### src/rtl/alu_share_arbiter.sv
// alu_share_arbiter: shares one combinational ALU between two requesters.
// Round-robin arbitration, operands registered onto the ALU, a fixed settle
// time, then the captured result is returned to the winner. One op in flight.
module alu_share_arbiter #(
    parameter int unsigned EXEC_CYCLES = 1,  // settle cycles before capture, 1..15
    parameter int unsigned CNT_W       = 4   // 2**CNT_W must exceed EXEC_CYCLES
) (
    input  logic        clk,
    input  logic        reset,        // asynchronous, active-low

    // Request side
    input  logic [1:0]  req_valid,
    output logic [1:0]  req_ready,
    input  logic [31:0] req0_A,
    input  logic [31:0] req0_B,
    input  logic [5:0]  req0_ALUFun,
    input  logic        req0_Sign,
    input  logic [31:0] req1_A,
    input  logic [31:0] req1_B,
    input  logic [5:0]  req1_ALUFun,
    input  logic        req1_Sign,

    // Shared ALU
    output logic [31:0] alu_A,
    output logic [31:0] alu_B,
    output logic [5:0]  alu_ALUFun,
    output logic        alu_Sign,
    input  logic [31:0] alu_S,

    // Response side
    output logic [1:0]  rsp_valid,
    input  logic [1:0]  rsp_ready,
    output logic [31:0] rsp_S,

    output logic        busy
);

    typedef enum logic [1:0] {
        StIdle,
        StExec,
        StResp
    } state_t;

    // Count value on which alu_S is captured.
    localparam logic [CNT_W-1:0] LastCount = CNT_W'(EXEC_CYCLES - 1);

    state_t           state;
    logic             grant;       // requester owning the op in flight
    logic             last_grant;  // most recent winner; loses the next tie
    logic [CNT_W-1:0] count;

    logic             accept;
    logic             win;

    // Combinational ready: only in IDLE, a tie goes to the requester that did not win last.
    always_comb begin
        req_ready = 2'b00;
        if (state == StIdle) begin
            unique case (req_valid)
                2'b01:   req_ready = 2'b01;
                2'b10:   req_ready = 2'b10;
                2'b11:   req_ready = last_grant ? 2'b01 : 2'b10;
                default: req_ready = 2'b00;
            endcase
        end
    end

    // Handshake detect; req_ready is one-hot so bit 1 names the winner.
    always_comb begin
        accept = |(req_valid & req_ready);
        win    = req_ready[1];
        busy   = (state != StIdle);
    end

    // Main FSM with all registered outputs.
    always_ff @(posedge clk or negedge reset) begin
        if (!reset) begin
            state      <= StIdle;
            grant      <= 1'b0;
            last_grant <= 1'b1;
            count      <= '0;
            alu_A      <= '0;
            alu_B      <= '0;
            alu_ALUFun <= '0;
            alu_Sign   <= 1'b0;
            rsp_S      <= '0;
            rsp_valid  <= 2'b00;
        end else begin
            unique case (state)
                StIdle: begin
                    if (accept) begin
                        alu_A      <= win ? req1_A      : req0_A;
                        alu_B      <= win ? req1_B      : req0_B;
                        alu_ALUFun <= win ? req1_ALUFun : req0_ALUFun;
                        alu_Sign   <= win ? req1_Sign   : req0_Sign;
                        grant      <= win;
                        last_grant <= win;
                        count      <= '0;
                        state      <= StExec;
                    end
                end
                StExec: begin
                    // ALU inputs are held; capture once they have settled long enough.
                    count <= count + 1'b1;
                    if (count == LastCount) begin
                        rsp_S     <= alu_S;
                        rsp_valid <= grant ? 2'b10 : 2'b01;
                        state     <= StResp;
                    end
                end
                StResp: begin
                    // Only the granted requester's rsp_ready matters.
                    if (rsp_ready[grant]) begin
                        rsp_valid <= 2'b00;
                        state     <= StIdle;
                    end
                end
                default: begin
                    rsp_valid <= 2'b00;
                    state     <= StIdle;
                end
            endcase
        end
    end

endmodule
### config.mk
export PLATFORM = sky130hd
export DESIGN_NAME = alu_share_arbiter
export DESIGN_NICKNAME = d
export VERILOG_FILES = /design/src/rtl/alu_share_arbiter.sv
export SDC_FILE = /design/constraint.sdc
export NUM_CORES = 1
export LEC_CHECK = 0
export CAP_MARGIN = 40
export CORE_MARGIN = 3
export CORE_UTILIZATION = 38
export DETAILED_ROUTE_END_ITERATION = 10
export PLACE_DENSITY = 0.89
export SYNTH_ARGS = -nofsm -noshare
export SYNTH_HDL_FRONTEND = slang
export SYNTH_SLANG_ARGS = --single-unit
### constraint.sdc
create_clock -name clk -period 2.05 [get_ports clk]
set_input_delay 0.205 -clock clk [delete_from_list [all_inputs] [get_ports clk]]
set_output_delay 0.205 -clock clk [all_outputs]
set_load 0.005 [all_outputs]
==> results of run 1 <==
cell type report:
type                    instances  share of cell area
clock buffers                  22              0.0554
clock inverters                10              0.0177
well taps                     172              0.0246
flip-flops and latches        113               0.324
inverters                       4             0.00172
repair buffers                302               0.350
multi-input cells             356               0.227
through the flow:
stage               setup slack (ps)  power [mW]  instances  cell area, um2
floorplan                        555        6.98        507            5020
global placement                 268        10.1        943            8070
detailed placement               229        10.3        943            8070
CTS                             3.28        13.6        976            8720
global route                   -55.2        14.3        979            8750
finish                          42.7        13.5        979            8750
path summary, 6_finish.rpt:
path                                 startpoint               endpoint  depth (start not counted)
setup / recovery           state[1]$_DFFE_PN0P_           req_ready[1]                          4
hold / removal                       req0_B[21]  alu_B[21]$_DFFE_PN0P_                          3
setup reg to reg           count[0]$_DFFE_PN0P_   rsp_S[1]$_DFFE_PN0P_                          6
hold reg to reg            alu_A[6]$_DFFE_PN0P_   alu_A[6]$_DFFE_PN0P_                          2
max in group asynchronous                 reset   state[1]$_DFFE_PN0P_                          3
min in group asynchronous                 reset  alu_B[14]$_DFFE_PN0P_                          3
logic make-up (layout without fill, tap and decap cells):
group | after synthesis | in the layout | synth area share
AO/OA/AOI/OAI | 151 | 151 | 0.151
XOR/XNOR | 2 | 2 | 0.00349
multiplexers | 34 | 34 | 0.0977
AND/OR/NAND/NOR | 167 | 167 | 0.134
buffers and inverters | 38 | 338 | 0.0456
adder cells (fa/ha/maj) | 2 | 2 | 0.00498
flip-flops | 113 | 113 | 0.563
flip-flops by register name, summed over array words and instances (netlist names):
name,flops
rsp_S,32
grant,1
state,2
alu_B,32
rsp_valid,2
alu_A,32
alu_ALUFun,6
alu_Sign,1
count,4
last_grant,1
synthesized netlist by cell type:
cell and n:
buf_4 14, inv_2 1, o21a_1 1, ha_1 2, clkbuf_1 8, xor2_1 2, o21ai_0 5, nor2_2 1
nand4bb_1 1, o31ai_1 1, dfrtp_1 112, nand3_1 4, inv_1 3, mux2_4 29, buf_6 3, buf_2 9
and2b_1 1, mux2i_1 1, nand2_1 76, o21ai_1 52, nor2_1 77, nor3b_1 1, nand2b_1 3, nand2_2 1
dfstp_2 1, mux2_2 4, and3_1 1, nor3b_2 1, a21oi_1 92
timing repair:
item / CTS / global route
hold endpoints to repair: 112 / 0
endpoints found under the setup margin: 2 / 2
gates resized for setup: 2 / 1
setup buffers: 0 / 3
pin swaps: 1 / 1
hold buffers: 1 / 0
layer usage:
layer / track usage / part of all wire / vias to the layer above
li1: - / - / 2273
met1: 0.254 / 0.37 / 2328
met2: 0.383 / 0.49 / 235
met3: 0.0974 / 0.11 / 30
met4: 0.104 / 0.028 / 0
met5: 0 / 0 / -
power by group through the flow:
stage / registers [mW] / clock network (mW) / logic [mW]
finish: 4.04 / 3.15 / 6.29
global route: 4.17 / 3.33 / 6.84
CTS: 4.05 / 3.21 / 6.34
detailed placement: 4.06 / 0 / 6.28
global placement: 3.99 / 0 / 6.12
floorplan: 4.07 / 0 / 2.90
worst max-delay path, cell delays in order, from the launching register on:
cell and delay (ps):
dfrtp_2 440, nor2_4 170, nand3_1 160, inv_2 110
clkdlybuf4s50_1 520
==> flow_metrics.py, run 1 <==
metrics = {
    "worst_setup_path": {
        "timing.reg2reg.setup_slack_ps": 360,
        "critPathLaunchType": "flop",
        "crit_path_end_kind": "output pin",
        "critPathMaxFanout": 6,
        "arrival_ps": 1800,
        "required_ps": 1850,
        "critPathKind": "reg2out",
    },
    "layout": {
        "final_core_util": 0.685,
        "fin_nets": 976,
        "syn_to_final_growth_pct": 74.2,
        "register_area_um2": 2830,
        "nFillCells": 893,
        "layout-drive-gt1-share": 0.109,
        "layout_common_cells": "clkdlybuf4s50_1, dfrtp_1, a21oi_1",
        "final_common_cell": "clkdlybuf4s50_1",
        "multiInputGateArea_um2": 1990,
        "antenna-diode-count": 0,
    },
    "pwr": {
        "peakVddDrop_v": 0.000702,
        "p_leak_nw": 3.79,
        "clkPwrFrac": 0.234,
        "p_seq_frac": 0.300,
        "comb_power_share": 0.467,
        "p_switching_mw": 4.28,
        "p_int_mw": 9.21,
        "p_per_area_nw_per_um2": 1540,
        "switching_share": 0.317,
    },
    "clocking": {
        "clk_latency_ps": 400,
        "path_clk_slew_ps": 50,
        "clock_sinks": 113,
        "cts_inserted_buffers": 17,
        "cts_buffer_depth": 2,
        "htree_num_levels": 4,
        "cts-root-buf": "clkbuf_16",
        "cts_tree": "yes",
    },
    "yosys": {
        "synth_area_um2": 5020,
        "synth_cell_type_count": 29,
        "synth.net_count": 689,
        "yosys.area.top_type": "dfrtp_1",
        "syn_area_per_cell_um2": 9.91,
        "syn-instance-count": 507,
        "yosysTopAreaCellShare": 0.558,
        "yosys-top-cells-area": "dfrtp_1, a21oi_1, mux2_4",
        "ys_seq_elements": 113,
        "yosysWarnings": 0,
        "yosysSeqAreaShare": 0.563,
    },
    "global_route": {
        "grt_use_total": 0.229,
        "grt_pass1_vias": 4903,
        "grt_max_degree": 114,
        "antenna_found_initial": 0,
        "grt_pass1_wl_mm": 25.8,
        "grt_overflow": 0,
    },
    "worst_hold_path": {
        "hold_class": "in2reg",
    },
    "placement": {
        "hpwlAfterDp_mm": 12.0,
        "place_congestion": 0.813,
        "numPortBuffers": 287,
    },
    "drt": {
        "drt_iter0_drc": 282,
        "wl_per_cell_um": 17.3,
        "antenna_left": 0,
        "vias": 4866,
        "drt_wl_total_mm": 16.9,
        "drcViolationCount": 0,
        "drt-pass1-iter-count": 4,
        "vias_per_cell": 4.97,
    },
    "floorplanning": {
        "start_util": 0.393,
        "coreArea_um2": 12800,
        "die_area_um2": 14600,
        "placementRows": 41,
        "fp.dieW_um": 121,
        "num_io_pins": 288,
        "die_h_um": 121,
    },
    "timing": {
        "fmaxAchievable_ghz": 0.498,
        "period_minus_slack_ps": 2010,
        "setup_viol": 0,
        "slew_headroom": 0.600,
        "holdWs_ps": 344,
        "hold_viol": 0,
        "tns_ps": 0,
        "skew_ps": 4.53,
        "drv_slew": 0,
        "min_period_over_period": 0.979,
        "worst_pin_slew_ps": 600,
    },
    "flow_run": {
        "cap_violations": 0,
    },
    "status": {
        "status": "complete, no violations",
    },
}
Power figures use the tool's default switching activity.
==> run 2: changes to the inputs <==
--- a/config.mk
+++ b/config.mk
@@ -9,7 +9,7 @@
 export CORE_MARGIN = 3
 export CORE_UTILIZATION = 38
 export DETAILED_ROUTE_END_ITERATION = 10
-export PLACE_DENSITY = 0.89
+export PLACE_DENSITY_LB_ADDON = 0.15
 export SYNTH_ARGS = -nofsm -noshare
 export SYNTH_HDL_FRONTEND = slang
 export SYNTH_SLANG_ARGS = --single-unit
==> flow_metrics.py, run 2 (same netlist as run 1, synthesis figures left out) <==
metrics = {
    "status": {
        "status": "complete, no violations",
    },
    "drt": {
        "drt-pass1-iter-count": 5,
        "antenna_left": 0,
        "vias": 4825,
        "vias_per_cell": 4.94,
        "drt_iter0_drc": 233,
        "drt_wl_total_mm": 16.7,
        "drcViolationCount": 0,
        "wl_per_cell_um": 17.1,
    },
    "timing": {
        "min_period_over_period": 0.946,
        "period_minus_slack_ps": 1940,
        "skew_ps": 5.92,
        "worst_pin_slew_ps": 462,
        "setup_viol": 0,
        "hold_viol": 0,
        "slew_headroom": 0.692,
        "tns_ps": 0,
        "drv_slew": 0,
        "rsz0062_at_grt": "no",
        "fmaxAchievable_ghz": 0.516,
    },
    "worst_setup_path": {
        "arrival_ps": 1730,
        "crit_path_end_kind": "output pin",
        "critPathMaxFanout": 5,
        "critPathKind": "reg2out",
        "critPathLaunchType": "flop",
        "required_ps": 1850,
    },
    "clocking": {
        "path_clk_slew_ps": 50,
        "htree_num_levels": 4,
        "cts_inserted_buffers": 17,
        "clk_latency_ps": 410,
        "cts_buffer_depth": 2,
        "cts-root-buf": "clkbuf_16",
        "cts_tree": "yes",
        "clock_sinks": 113,
    },
    "global_route": {
        "grt_pass1_vias": 4971,
        "grt_overflow": 0,
        "antenna_found_initial": 0,
        "grt_use_total": 0.230,
        "grt_max_degree": 63,
        "grt_pass1_wl_mm": 26.0,
    },
    "placement": {
        "dpl_cell_area_um2": 8060,
        "numPortBuffers": 287,
        "hpwlAfterDp_mm": 12.0,
        "place_congestion": 0.776,
    },
    "layout": {
        "layout_common_cells": "clkdlybuf4s50_1, dfrtp_1, a21oi_1",
        "top_regs": "alu_A x32, alu_B x32, rsp_S x32",
        "final_common_cell": "clkdlybuf4s50_1",
        "register_area_um2": 2830,
        "multiInputGateArea_um2": 1980,
        "final_core_util": 0.673,
        "layout-drive-gt1-share": 0.103,
        "antenna-diode-count": 0,
        "syn_to_final_growth_pct": 71.2,
        "nFillCells": 964,
        "fin_nets": 975,
        "stdcell_area_um2": 8600,
    },
    "pwr": {
        "switching_share": 0.326,
        "clkPwrFrac": 0.201,
        "p_switching_mw": 4.17,
        "peakVddDrop_v": 0.000682,
        "p_int_mw": 8.62,
        "p_leak_nw": 3.74,
        "p_seq_frac": 0.316,
        "comb_power_share": 0.483,
        "p_per_area_nw_per_um2": 1490,
    },
    "flow_run": {
        "cap_violations": 0,
    },
    "floorplanning": {
        "fp.dieW_um": 121,
        "placementRows": 41,
        "coreArea_um2": 12800,
        "die_area_um2": 14600,
        "die_h_um": 121,
        "start_util": 0.393,
        "num_io_pins": 288,
    },
    "worst_hold_path": {
        "hold_class": "in2async",
    },
}
run 2: cell type report:
cell class | instances | area share
flip-flops and latches | 113 | 0.329
repair buffers | 301 | 0.353
well taps | 172 | 0.0250
multi-input cells | 356 | 0.231
clock inverters | 7 | 0.00407
clock buffers | 24 | 0.0560
inverters | 4 | 0.00175
run 2: final timing paths:
kind / slack (ps) / cells after the start / startpoint / end
max in group asynchronous: 1410 / 3 / reset / state[0]$_DFFE_PN0P_
max reg2reg: 380 / 6 / count[0]$_DFFE_PN0P_ / rsp_S[0]$_DFFE_PN0P_
max: 110 / 4 / state[0]$_DFFE_PN0P_ / req_ready[1]
min reg2reg: 480 / 2 / alu_B[8]$_DFFE_PN0P_ / alu_B[8]$_DFFE_PN0P_
min in group clk: 340 / 3 / req0_B[7] / alu_B[7]$_DFFE_PN0P_
min: 330 / 3 / reset / rsp_S[9]$_DFFE_PN0P_
run 2: timing repair:
action                     4_1_cts  5_1_grt
buffers inserted                 1        0
gates resized for setup          2        1
hold endpoints to repair       112        0
hold buffers                     1        0
pin swaps                        1        0
setup endpoints to repair        2        1
run 2: through the flow:
step | hold slack (ps) | power, mW | worst slack (ps) | std cells
global placement | 226 | 10.1 | 247 | 944
floorplan | -90.6 | 6.98 | 555 | 507
finish | 329 | 12.8 | 111 | 977
global route | 331 | 13.7 | 4.83 | 977
CTS | 323 | 13.0 | 78.1 | 977
detailed placement | 232 | 10.3 | 217 | 944
run 2: critical path, cell delays in order, from the launching register on:
cell and delay [ps]:
dfrtp_2 440, nor2_4 130, nand3_1 120, inv_2 90, clkdlybuf4s50_1 540
run 2: power by group through the flow:
stage | Clock [mW] | Combinational, mW | Sequential [mW]
after floorplan | 0 | 2.90 | 4.07
after CTS | 2.62 | 6.29 | 4.05
after detailed placement | 0 | 6.22 | 4.05
after global placement | 0 | 6.10 | 3.98
final | 2.57 | 6.18 | 4.04
after global routing | 2.73 | 6.76 | 4.20
run 2: routing by layer:
| layer | vias to the layer above | wire [um] | global-route usage | share of wire |
|---|---|---|---|---|
| met5 | - | 0 | 0 | 0 |
| met4 | 0 | 492 | 0.0921 | 0.029 |
| met3 | 31 | 1580 | 0.0951 | 0.094 |
| met2 | 229 | 8320 | 0.383 | 0.50 |
| met1 | 2288 | 6310 | 0.261 | 0.38 |
| li1 | 2277 | - | - | - |
==> run 3: changes to the inputs <==
--- a/config.mk
+++ b/config.mk
@@ -10,6 +10,7 @@
 export CORE_UTILIZATION = 38
 export DETAILED_ROUTE_END_ITERATION = 10
 export PLACE_DENSITY_LB_ADDON = 0.15
+export SETUP_SLACK_MARGIN = 0.2
 export SYNTH_ARGS = -nofsm -noshare
 export SYNTH_HDL_FRONTEND = slang
 export SYNTH_SLANG_ARGS = --single-unit
==> flow_metrics.py, run 3 (same netlist as run 1, synthesis figures left out) <==
metrics = {
    "timing": {
        "hold_viol": 0,
        "skew_ps": 6.56,
        "min_period_over_period": 0.877,
        "drv_slew": 0,
        "period_minus_slack_ps": 1800,
        "postLayoutSetupSlackWorst_ps": 252,
        "fmaxAchievable_ghz": 0.556,
        "tns_ps": 0,
        "worst_pin_slew_ps": 470,
        "setup_viol": 0,
        "rsz0062_at_grt": "yes",
        "slew_headroom": 0.687,
    },
    "drt": {
        "drt-pass1-iter-count": 5,
        "drt_wl_total_mm": 16.7,
        "drt_iter0_drc": 233,
        "vias": 4815,
        "antenna_left": 0,
        "wl_per_cell_um": 17.1,
        "vias_per_cell": 4.92,
        "drcViolationCount": 0,
    },
    "global_route": {
        "grt_overflow": 0,
        "grt_max_degree": 63,
        "grt_pass1_vias": 4971,
        "antenna_found_initial": 0,
        "grt_pass1_wl_mm": 26.0,
        "grt_use_total": 0.230,
    },
    "pwr": {
        "p_int_mw": 8.63,
        "p_per_area_nw_per_um2": 1490,
        "p_seq_frac": 0.316,
        "clkPwrFrac": 0.201,
        "switching_share": 0.326,
        "comb_power_share": 0.483,
        "p_switching_mw": 4.17,
        "peakVddDrop_v": 0.000682,
        "p_leak_nw": 3.75,
    },
    "floorplanning": {
        "placementRows": 41,
        "coreArea_um2": 12800,
        "fp.dieW_um": 121,
        "num_io_pins": 288,
        "start_util": 0.393,
        "die_area_um2": 14600,
        "die_h_um": 121,
    },
    "flow_run": {
        "cap_violations": 0,
    },
    "clocking": {
        "clock_sinks": 113,
        "path_clk_slew_ps": 50,
        "htree_num_levels": 4,
        "clk_latency_ps": 410,
        "cts-root-buf": "clkbuf_16",
        "cts_tree": "yes",
        "cts_inserted_buffers": 17,
        "cts_buffer_depth": 2,
    },
    "layout": {
        "layout_common_cells": "clkdlybuf4s50_1, dfrtp_1, a21oi_1",
        "antenna-diode-count": 0,
        "final_common_cell": "clkdlybuf4s50_1",
        "final_core_util": 0.674,
        "syn_to_final_growth_pct": 71.4,
        "multiInputGateArea_um2": 1980,
        "register_area_um2": 2830,
        "fin_nets": 976,
        "layout-drive-gt1-share": 0.105,
        "nFillCells": 962,
        "top_regs": "alu_A x32, alu_B x32, rsp_S x32",
    },
    "worst_setup_path": {
        "required_ps": 1850,
        "slowest_delay_ps": 430,
        "arrival_ps": 1590,
        "critPathSlowestCell": "dfrtp_2",
        "critPathLaunchType": "flop",
        "critPathMaxFanout": 4,
        "critPathKind": "reg2out",
        "timing.reg2reg.setup_slack_ps": 380,
        "critical_path.cell_chain": "nor2_4 > buf_4 > and3_2 > clkdlybuf4s15_1",
        "crit_path_end_kind": "output pin",
        "cp_top_family": "flip-flops",
        "crit_buf_inv": 2,
    },
    "placement": {
        "hpwlAfterDp_mm": 12.0,
        "place_congestion": 0.776,
        "numPortBuffers": 287,
        "place_worst_setup_slack_ps": 217,
    },
    "worst_hold_path": {
        "hold_class": "in2async",
    },
    "status": {
        "status": "complete, no violations",
    },
}
run 3: final cells by class:
class	instances	share of cell area
clock buffers	24	0.0559
clock inverters	7	0.00407
inverters	4	0.00174
multi-input cells	356	0.230
flip-flops and latches	113	0.329
well taps	172	0.0250
repair buffers	302	0.354
run 3: routing by layer:
| layer | vias to the layer above | global-route usage | share of wire |
|---|---|---|---|
| met5 | - | 0 | 0 |
| met4 | 0 | 0.0921 | 0.028 |
| met3 | 26 | 0.0951 | 0.094 |
| met2 | 220 | 0.383 | 0.50 |
| met1 | 2291 | 0.261 | 0.38 |
| li1 | 2278 | - | - |
run 3: worst register-to-register path: stages (launching register included):
cell and delay [ps]:
dfrtp_1 400, inv_1 70, ha_1 210, nor3b_2 170, nand2_2 80, buf_12 250, mux2_2 380
run 3: final timing paths:
path	cells after the start	end	from
max in group asynchronous	3	state[0]$_DFFE_PN0P_	reset
worst min-delay path	3	rsp_S[9]$_DFFE_PN0P_	reset
min in group clk	3	alu_A[1]$_DFFE_PN0P_	req0_A[1]
worst max-delay path	4	req_ready[0]	state[0]$_DFFE_PN0P_
worst max register to register	6	rsp_S[0]$_DFFE_PN0P_	count[0]$_DFFE_PN0P_
worst min register to register	2	alu_B[8]$_DFFE_PN0P_	alu_B[8]$_DFFE_PN0P_
run 3: power groups by stage:
stage / combinational [mW] / clock, mW / sequential [mW]
2_1_floorplan: 2.90 / 0 / 4.07
3_3_place_gp: 6.10 / 0 / 3.98
3_5_place_dp: 6.22 / 0 / 4.05
4_1_cts: 6.28 / 2.62 / 4.05
5_1_grt: 6.77 / 2.73 / 4.20
6_report: 6.19 / 2.57 / 4.04
run 3: stage by stage:
step	instance area (um2)	power [mW]	hold WS (ps)	cells
floorplan	5020	6.98	-90.6	507
global placement	8060	10.1	226	944
detailed placement	8060	10.3	232	944
CTS	8600	13.0	323	977
global route	8610	13.7	331	978
finish	8610	12.8	334	978
run 3: what timing repair did:
action	CTS	global route
resized for setup	5	2
pin swaps	1	0
setup buffers	1	1
setup endpoints to repair	3	2
hold endpoints to repair	112	0
hold buffers	1	0
